===== src/rtl/pc_sequencer.sv =====
// Program-counter sequencer: drives instruction fetches through IDLE/FETCH/HOLD,
// selects the next PC (jump > branch > sequential) and redirects on exceptions.
module pc_sequencer #(
   parameter logic [31:0] RESET_PC   = 32'h0000_0000,
   parameter logic [31:0] EXC_VECTOR = 32'h0000_0080
) (
   input  logic        clk,
   input  logic        rst_n,
   output logic [31:0] inc_in,
   input  logic [31:0] inc_out,
   output logic        imem_req,
   output logic [31:0] imem_addr,
   input  logic        imem_ready,
   input  logic        stall,
   input  logic        branch_taken,
   input  logic [31:0] branch_target,
   input  logic        jump,
   input  logic [25:0] jump_index,
   input  logic        exception,
   output logic [31:0] pc_out,
   output logic        fetch_valid,
   output logic [31:0] epc,
   output logic [31:0] fetch_cnt
);

   typedef enum logic [1:0] {StIdle, StFetch, StHold} state_e;

   state_e      state_q, state_d;
   logic [31:0] pc_q, pc_d;
   logic [31:0] epc_q, epc_d;
   logic [31:0] cnt_q, cnt_d;
   logic [31:0] next_pc;

   // Redirect selection; only consumed on an updating edge, so nothing is latched.
   always_comb begin
      next_pc = inc_out;
      if (jump) begin
         next_pc = {inc_out[31:28], jump_index, 2'b00};
      end else if (branch_taken) begin
         next_pc = {branch_target[31:2], 2'b00};
      end
   end

   // Next-state, PC update and fetch handshake; exception overrides everything.
   always_comb begin
      state_d     = state_q;
      pc_d        = pc_q;
      epc_d       = epc_q;
      cnt_d       = cnt_q;
      imem_req    = 1'b0;
      fetch_valid = 1'b0;

      unique case (state_q)
         StIdle: begin
            state_d = StFetch;
         end
         StFetch: begin
            imem_req = 1'b1;
            if (imem_ready) begin
               fetch_valid = 1'b1;
               if (stall) begin
                  state_d = StHold;
               end else begin
                  pc_d = next_pc;
               end
            end
         end
         StHold: begin
            if (!stall) begin
               pc_d    = next_pc;
               state_d = StFetch;
            end
         end
         default: begin
            state_d = StIdle;
         end
      endcase

      // Pending fetch is abandoned: no delivery pulse, no count.
      if (exception) begin
         state_d     = StFetch;
         pc_d        = EXC_VECTOR;
         epc_d       = pc_q;
         fetch_valid = 1'b0;
      end

      if (fetch_valid) begin
         cnt_d = cnt_q + 32'd1;
      end
   end

   // State registers with asynchronous active-low reset.
   always_ff @(posedge clk or negedge rst_n) begin
      if (!rst_n) begin
         state_q <= StIdle;
         pc_q    <= RESET_PC;
         epc_q   <= 32'h0000_0000;
         cnt_q   <= 32'h0000_0000;
      end else begin
         state_q <= state_d;
         pc_q    <= pc_d;
         epc_q   <= epc_d;
         cnt_q   <= cnt_d;
      end
   end

   // All address views are the same registered PC.
   assign pc_out    = pc_q;
   assign imem_addr = pc_q;
   assign inc_in    = pc_q;
   assign epc       = epc_q;
   assign fetch_cnt = cnt_q;

endmodule

===== config.mk =====
export PLATFORM = sky130hd
export DESIGN_NAME = pc_sequencer
export DESIGN_NICKNAME = d
export VERILOG_FILES = /design/src/rtl/pc_sequencer.sv
export SDC_FILE = /design/constraint.sdc
export NUM_CORES = 1
export LEC_CHECK = 0
export ABC_CLOCK_PERIOD_IN_PS = 2600
export CORE_ASPECT_RATIO = 0.75
export CORE_MARGIN = 2
export CORE_UTILIZATION = 30
export DETAILED_ROUTE_END_ITERATION = 10
export PLACE_DENSITY = 0.64
export SETUP_SLACK_MARGIN = 0.1
export SLEW_MARGIN = 20
export SYNTH_ARGS = -nofsm -noshare
export SYNTH_HDL_FRONTEND = slang
export SYNTH_SLANG_ARGS = --single-unit

===== constraint.sdc =====
create_clock -name clk -period 2.6 [get_ports clk]
set_clock_uncertainty 0.1 [all_clocks]
set_input_delay 0.52 -clock clk [delete_from_list [all_inputs] [get_ports clk]]
set_output_delay 0.52 -clock clk [all_outputs]
set_load 0.01 [all_outputs]

### Word level (Yosys, flattened, before mapping)

Index checks and enable logic that the tools add are counted.

| word-level totals | value |
|---|---|
| bits in registers | 98 |
| bits of input ports | 97 |
| logic and storage cells | 29 |
| output and inout port bits | 162 |

| cells by class | value |
|---|---|
| $add $sub $neg | 1 |
| reductions and logical operators | 4 |
| equality and inequality tests | 5 |
| multiplexer cells | 15 |

Operators by type and width:

| kind | count |
|---|---|
| two-way mux 32 bit | 5 |
| case mux 32 bit (2 select lines) | 1 |
| adder 32 x 1 -> 32 bit, second input constant | 1 |
| != test 3 bit, second input constant | 3 |
| two-way mux 2 bit | 4 |
| case mux 2 bit (3 select lines) | 1 |
| two-way mux 1 bit | 4 |
| AND reduction 3 bit | 1 |
| nonzero test 3 bit | 1 |
| == test 2 x 1 -> 1 bit, second input constant | 1 |
| == test 2 bit, second input constant | 1 |
| logical NOT 2 bit | 1 |
| AND reduction 2 bit | 1 |

### Logic depth before layout (Yosys ltp)

| logic depth | value |
|---|---|
| depth after elaboration | 6 |
| mapped depth | 7 |
| gate-level depth less buffers | 5 |

### Worst setup path before layout

Ideal clock, no wire load.

| timing | value |
|---|---|
| path type | input to register |
| from | in exception |
| to | reg cnt_q[17] (netlist: fetch_cnt[17]) |
| data required time | 2.421 ns |
| setup slack | 0.612 ns |
| path buffers | 1 |
| data arrival time | 1.808 ns |
| setup time | 0.079 ns |
| stages | 6 |
| cells stage by stage | and4bb_2 -> buf_6 -> nand4_4 -> or4_4 -> nor2_1 -> xor2_1 |

| between the ends | value |
|---|---|
| cells in the longest elaborated chain, start to end | 1 |

RTL lines:

| element | line | source |
|---|---|---|
| start: declaration | 19 | `input logic exception,` |
| two-way mux 1 bit | 80 | `if (exception) begin` |
| via fetch_valid | 21 | `output logic fetch_valid,` |
| end signal: assignment | 103 | `cnt_q <= cnt_d;` |
| end: declaration | 31 | `logic [31:0] cnt_q, cnt_d;` |

The timed path passes the listed nets, and every way through them passes these cells.
A chain may end at the register's enable or synchronous reset.

### Worst setup path in the final report

| timing | value |
|---|---|
| from | in imem_ready |
| to | out fetch_valid |

| between the ends | value |
|---|---|
| cells in the longest elaborated chain, start to end | 3 |

RTL lines:

| element | line | source |
|---|---|---|
| start: declaration | 13 | `input logic imem_ready,` |
| two-way mux 1 bit | 59 | `if (imem_ready) begin` |
| two-way mux 1 bit | 53 | `unique case (state_q)` |
| two-way mux 1 bit | 80 |  |
| end: declaration | 21 |  |

No other way between the ends.

==> results by stage <==
Status:
- The run finished with clean final reports.

Setup path:
- The critical path goes through clkdlybuf4s50_1 -> and4bb_2 -> clkdlybuf4s50_1.
- The number of cells on the worst reg-to-reg path is 7.
- The critical path crosses 3 cells after its start point.
- The critical path startpoint category is an input port.
- The biggest fanout along the worst timing path is 3.
- The critical path capture point type is an output port.
- The required time reported for the critical path endpoint is 1980 ps.
- The slowest stage of the critical path is the sky130_fd_sc_hd__clkdlybuf4s50_1 cell.
- The largest incremental delay on the critical path is 540 ps.
- Counting both buffers and inverters, the worst setup path holds a total of 2.
- The worst setup path is of the in -> out kind.
- The largest delay contributor family on the critical path is buffers and inverters.
- The arrival time of data at the critical path endpoint is 1790 ps.
- The cell that appears most often on the critical path is sky130_fd_sc_hd__clkdlybuf4s50_1.

Placement:
- Detailed placement finished with a half-perimeter wire length of 10100 um.
- The number of port buffers is 256.
- The instance area after placement is 7390 sq um.
- At the end of routability-driven placement, the weighted congestion stood at 0.761.
- OpenSTA, run right after detailed placement, puts the worst setup slack at 50.3 ps.

Global route:
- The first-pass GRT wire length is 21100 um.
- The maximum number of pins on one net before global-route repair is 53.
- The overall routing resource usage is 14.9%.
- The initial antenna violation count is 0.
- Global routing finished with a remaining overflow of 0.
- The number of global-route vias before repair is 3983.

Drt:
- The iteration count of the initial detailed-routing pass is 4.
- Using the TritonRoute via totals, the vias-per-cell ratio works out to 4.60.
- The count of routing violations after the opening detailed-route iteration is 176.
- Once detail routing completed, the nets flagged for antenna violations numbered 0.
- The average wire length per cell after detail routing is 15.2 um.
- In the routed design, unresolved DRC markers number 0.
- Summed over all layers, the routed wires come to 13300 um.
- The count of vias placed by the detailed router is 4019.

Timing:
- At the pin with the least slew margin, the transition time is 616 ps.
- On the final layout, the worst hold slack is 8.32 ps.
- The number of failing setup endpoints in the final timing report is 0.
- In the post-route analysis, the smallest setup slack over all paths is 191 ps.
- Of the available clock period, the critical path in the final layout requires 92.6%.
- The number of endpoints with negative hold slack in the final report came to 0.
- The worst path needs 2410 ps of the cycle, external delays included.
- Setup repair after global routing left no endpoint under its margin.
- Derived from the worst setup path, the maximum achievable clock frequency is 415 MHz.
- The worst pin sits at a relative slew slack of 59.0%.
- The final max-slew violation count was 0.
- The total negative slack for setup checks is 0 ps.

Clock tree:
- The clock slew seen by the registers of the worst setup and hold paths is 60 ps.
- In this run, post-CTS repair resized a total of 0 instances.
- The number of buffers between clock root and the deepest sink is 2.
- CTS built an H-tree with a depth of 3.
- The tree built by TritonCTS fans out to 98 sinks.
- Counting the buffers created by CTS gives 9.
- TritonCTS built the clock tree.
- The worst-skew pair later-pin latency is 340 ps.
- The tree is rooted in a sky130_fd_sc_hd__clkbuf_16.

Power:
- The power density over the cells is 565 nW/um^2.
- The power consumption is 0.00436 W.
- The cell leakage power is 3.30 nW.
- The worst ir drop on vdd is 0.427 mV.

Synth:
- In this run, synthesis produced a sequential element count of 98.
- The most common flop cell mapped by yosys is sky130_fd_sc_hd__dfrtp_1.
- Counting flops with a built-in enable in the synthesized netlist gives 0.
- The number of different library cells in the post-synthesis netlist is 35.
- The post-synthesis average cell area is 10.8 sq um.
- Of all flip-flops after synthesis, the portion carrying an async set or reset was 100%.
- The mapped netlist covers 5010 sq um.
- The number of nets in the synthesized netlist is 563.
- The count of mapped cells out of synthesis is 465.
- Of the synthesized area, sequential elements account for 49.0%.
- During synthesis, Yosys emitted a total of 0 warnings.

Floorplanning:
- The height of the chip is 116 um.
- From left edge to right edge, the die measures 153 um.
- Row generation in the floorplan step produced 40 rows.
- The die covers 17800 sq um.
- The count of boundary I/O pins is 259.
- After floorplanning, the core was sized to cover 16200 sq um.
- Once the floorplan was initialized, standard cells occupied 31.0% of the core.

Flow run:
- Max-cap violations in this run came to 0.

Finish:
- The filler cells instantiated in the layout total 1491.
- The ratio of cells with drive above 1 in the final layout is 11.9%.
- The library cell used most frequently in the layout, excluding fill and tap cells, is sky130_fd_sc_hd__clkdlybuf4s50_1.
- The top cell types in the final layout, fill and taps aside, are sky130_fd_sc_hd__clkdlybuf4s50_1 (252), sky130_fd_sc_hd__dfrtp_1 (98), sky130_fd_sc_hd__nand2_1 (47).
- For this run, the post-layout net count is 757.
- The layout-stage area growth over the synthesis result is 54.0%.
- 0 antenna diodes ended up in the layout.
- The area of all placed cells without fillers is 7720 sq um.

Worst hold path:
- The path class of the lowest-slack min-delay path is in -> async.
[worst paths after layout]
kind                          startpoint            end  slack, ps
setup / recovery              imem_ready    fetch_valid        190
hold / removal                     rst_n         epc[8]          8
setup reg to reg              state_q[1]  fetch_cnt[20]        540
hold reg to reg            fetch_cnt[29]  fetch_cnt[29]        390
max in group asynchronous          rst_n  fetch_cnt[26]       1760
min in group clk           fetch_cnt[29]  fetch_cnt[29]        390
[logic make-up after synthesis]
group	after synthesis	share of synthesized area (%)
and+or+nand+nor	119	12.0
DFF	98	49.0
buffers and inverters	91	11.8
muxes	65	13.9
AOI/OAI and AO/OA	60	7.64
xor gates and xnor gates	31	5.42
adders and majority gates	1	0.250
[sequential cells by signal, summed over array words and instances, names as in the netlist]
signal	count
fetch_cnt	32
imem_addr	32
epc	32
state_q	2
[cell usage after synthesis (4+ instances only)]
| cell type | instances | area share (%) |
|---|---|---|
| sky130_fd_sc_hd__dfrtp_1 | 98 | 49 |
| sky130_fd_sc_hd__buf_4 | 64 | 9.6 |
| sky130_fd_sc_hd__nand2_1 | 47 | 3.5 |
| sky130_fd_sc_hd__mux2_2 | 35 | 7.9 |
| sky130_fd_sc_hd__nor2_1 | 32 | 2.4 |
| sky130_fd_sc_hd__mux2i_1 | 30 | 6.0 |
| sky130_fd_sc_hd__o31ai_1 | 29 | 4.3 |
| sky130_fd_sc_hd__a21oi_1 | 26 | 2.6 |
| sky130_fd_sc_hd__xnor2_1 | 19 | 3.3 |
| sky130_fd_sc_hd__clkbuf_1 | 17 | 1.3 |
| sky130_fd_sc_hd__xor2_1 | 12 | 2.1 |
| sky130_fd_sc_hd__nand3_1 | 9 | 0.90 |
| sky130_fd_sc_hd__nand4_1 | 6 | 0.75 |
| sky130_fd_sc_hd__nor3_1 | 5 | 0.50 |
| sky130_fd_sc_hd__and3_1 | 4 | 0.50 |
| sky130_fd_sc_hd__buf_1 | 4 | 0.30 |
[power by group]
group	leakage [nW]	switching, W	internal (W)	total [W]
Combinational	1.86	0.000440	0.000705	0.00115
Sequential	1.29	0.000171	0.00167	0.00185
Clock	0.156	0.000565	0.000803	0.00137
[routing by layer]
metal	wire [um]	vias up	GRT usage (%)
li1	-	1924	-
met1	5770	1950	18.8
met2	6540	131	25.4
met3	797	14	4.00
met4	163	0	4.20
met5	0	-	0
[through the flow]
step	util [%]	cells
after CTS	47.7	874
after detailed placement	45.7	857
final	47.7	874
after global routing	47.7	874
after floorplan	-	465
after global placement	45.7	857
[worst register-to-register path, cell delays in order, from the launching register on]
cell                       delay, ps
sky130_fd_sc_hd__dfrtp_1         430
sky130_fd_sc_hd__and4bb_2        320
sky130_fd_sc_hd__buf_4           150
sky130_fd_sc_hd__nand3_4         120
sky130_fd_sc_hd__nor4_4          320
sky130_fd_sc_hd__buf_4           200
sky130_fd_sc_hd__and3_1          180
sky130_fd_sc_hd__xor2_1          160
[area by class of cell]
type | instances | area (sq um) | area share (%)
timing repair buffer | 272 | 2720 | 35.2
tap | 210 | 263 | 3.41
clock inverter | 5 | 61.3 | 0.795
clock buffer | 11 | 253 | 3.28
sequential | 98 | 2450 | 31.8
inverter | 2 | 7.51 | 0.0973
multi-input combinational | 276 | 1960 | 25.5
[what timing repair did]
action,CTS,global route
buffers inserted,1,0
endpoints found under the setup margin,1,0
hold buffers,0,0
Power figures use the tool's default switching activity.
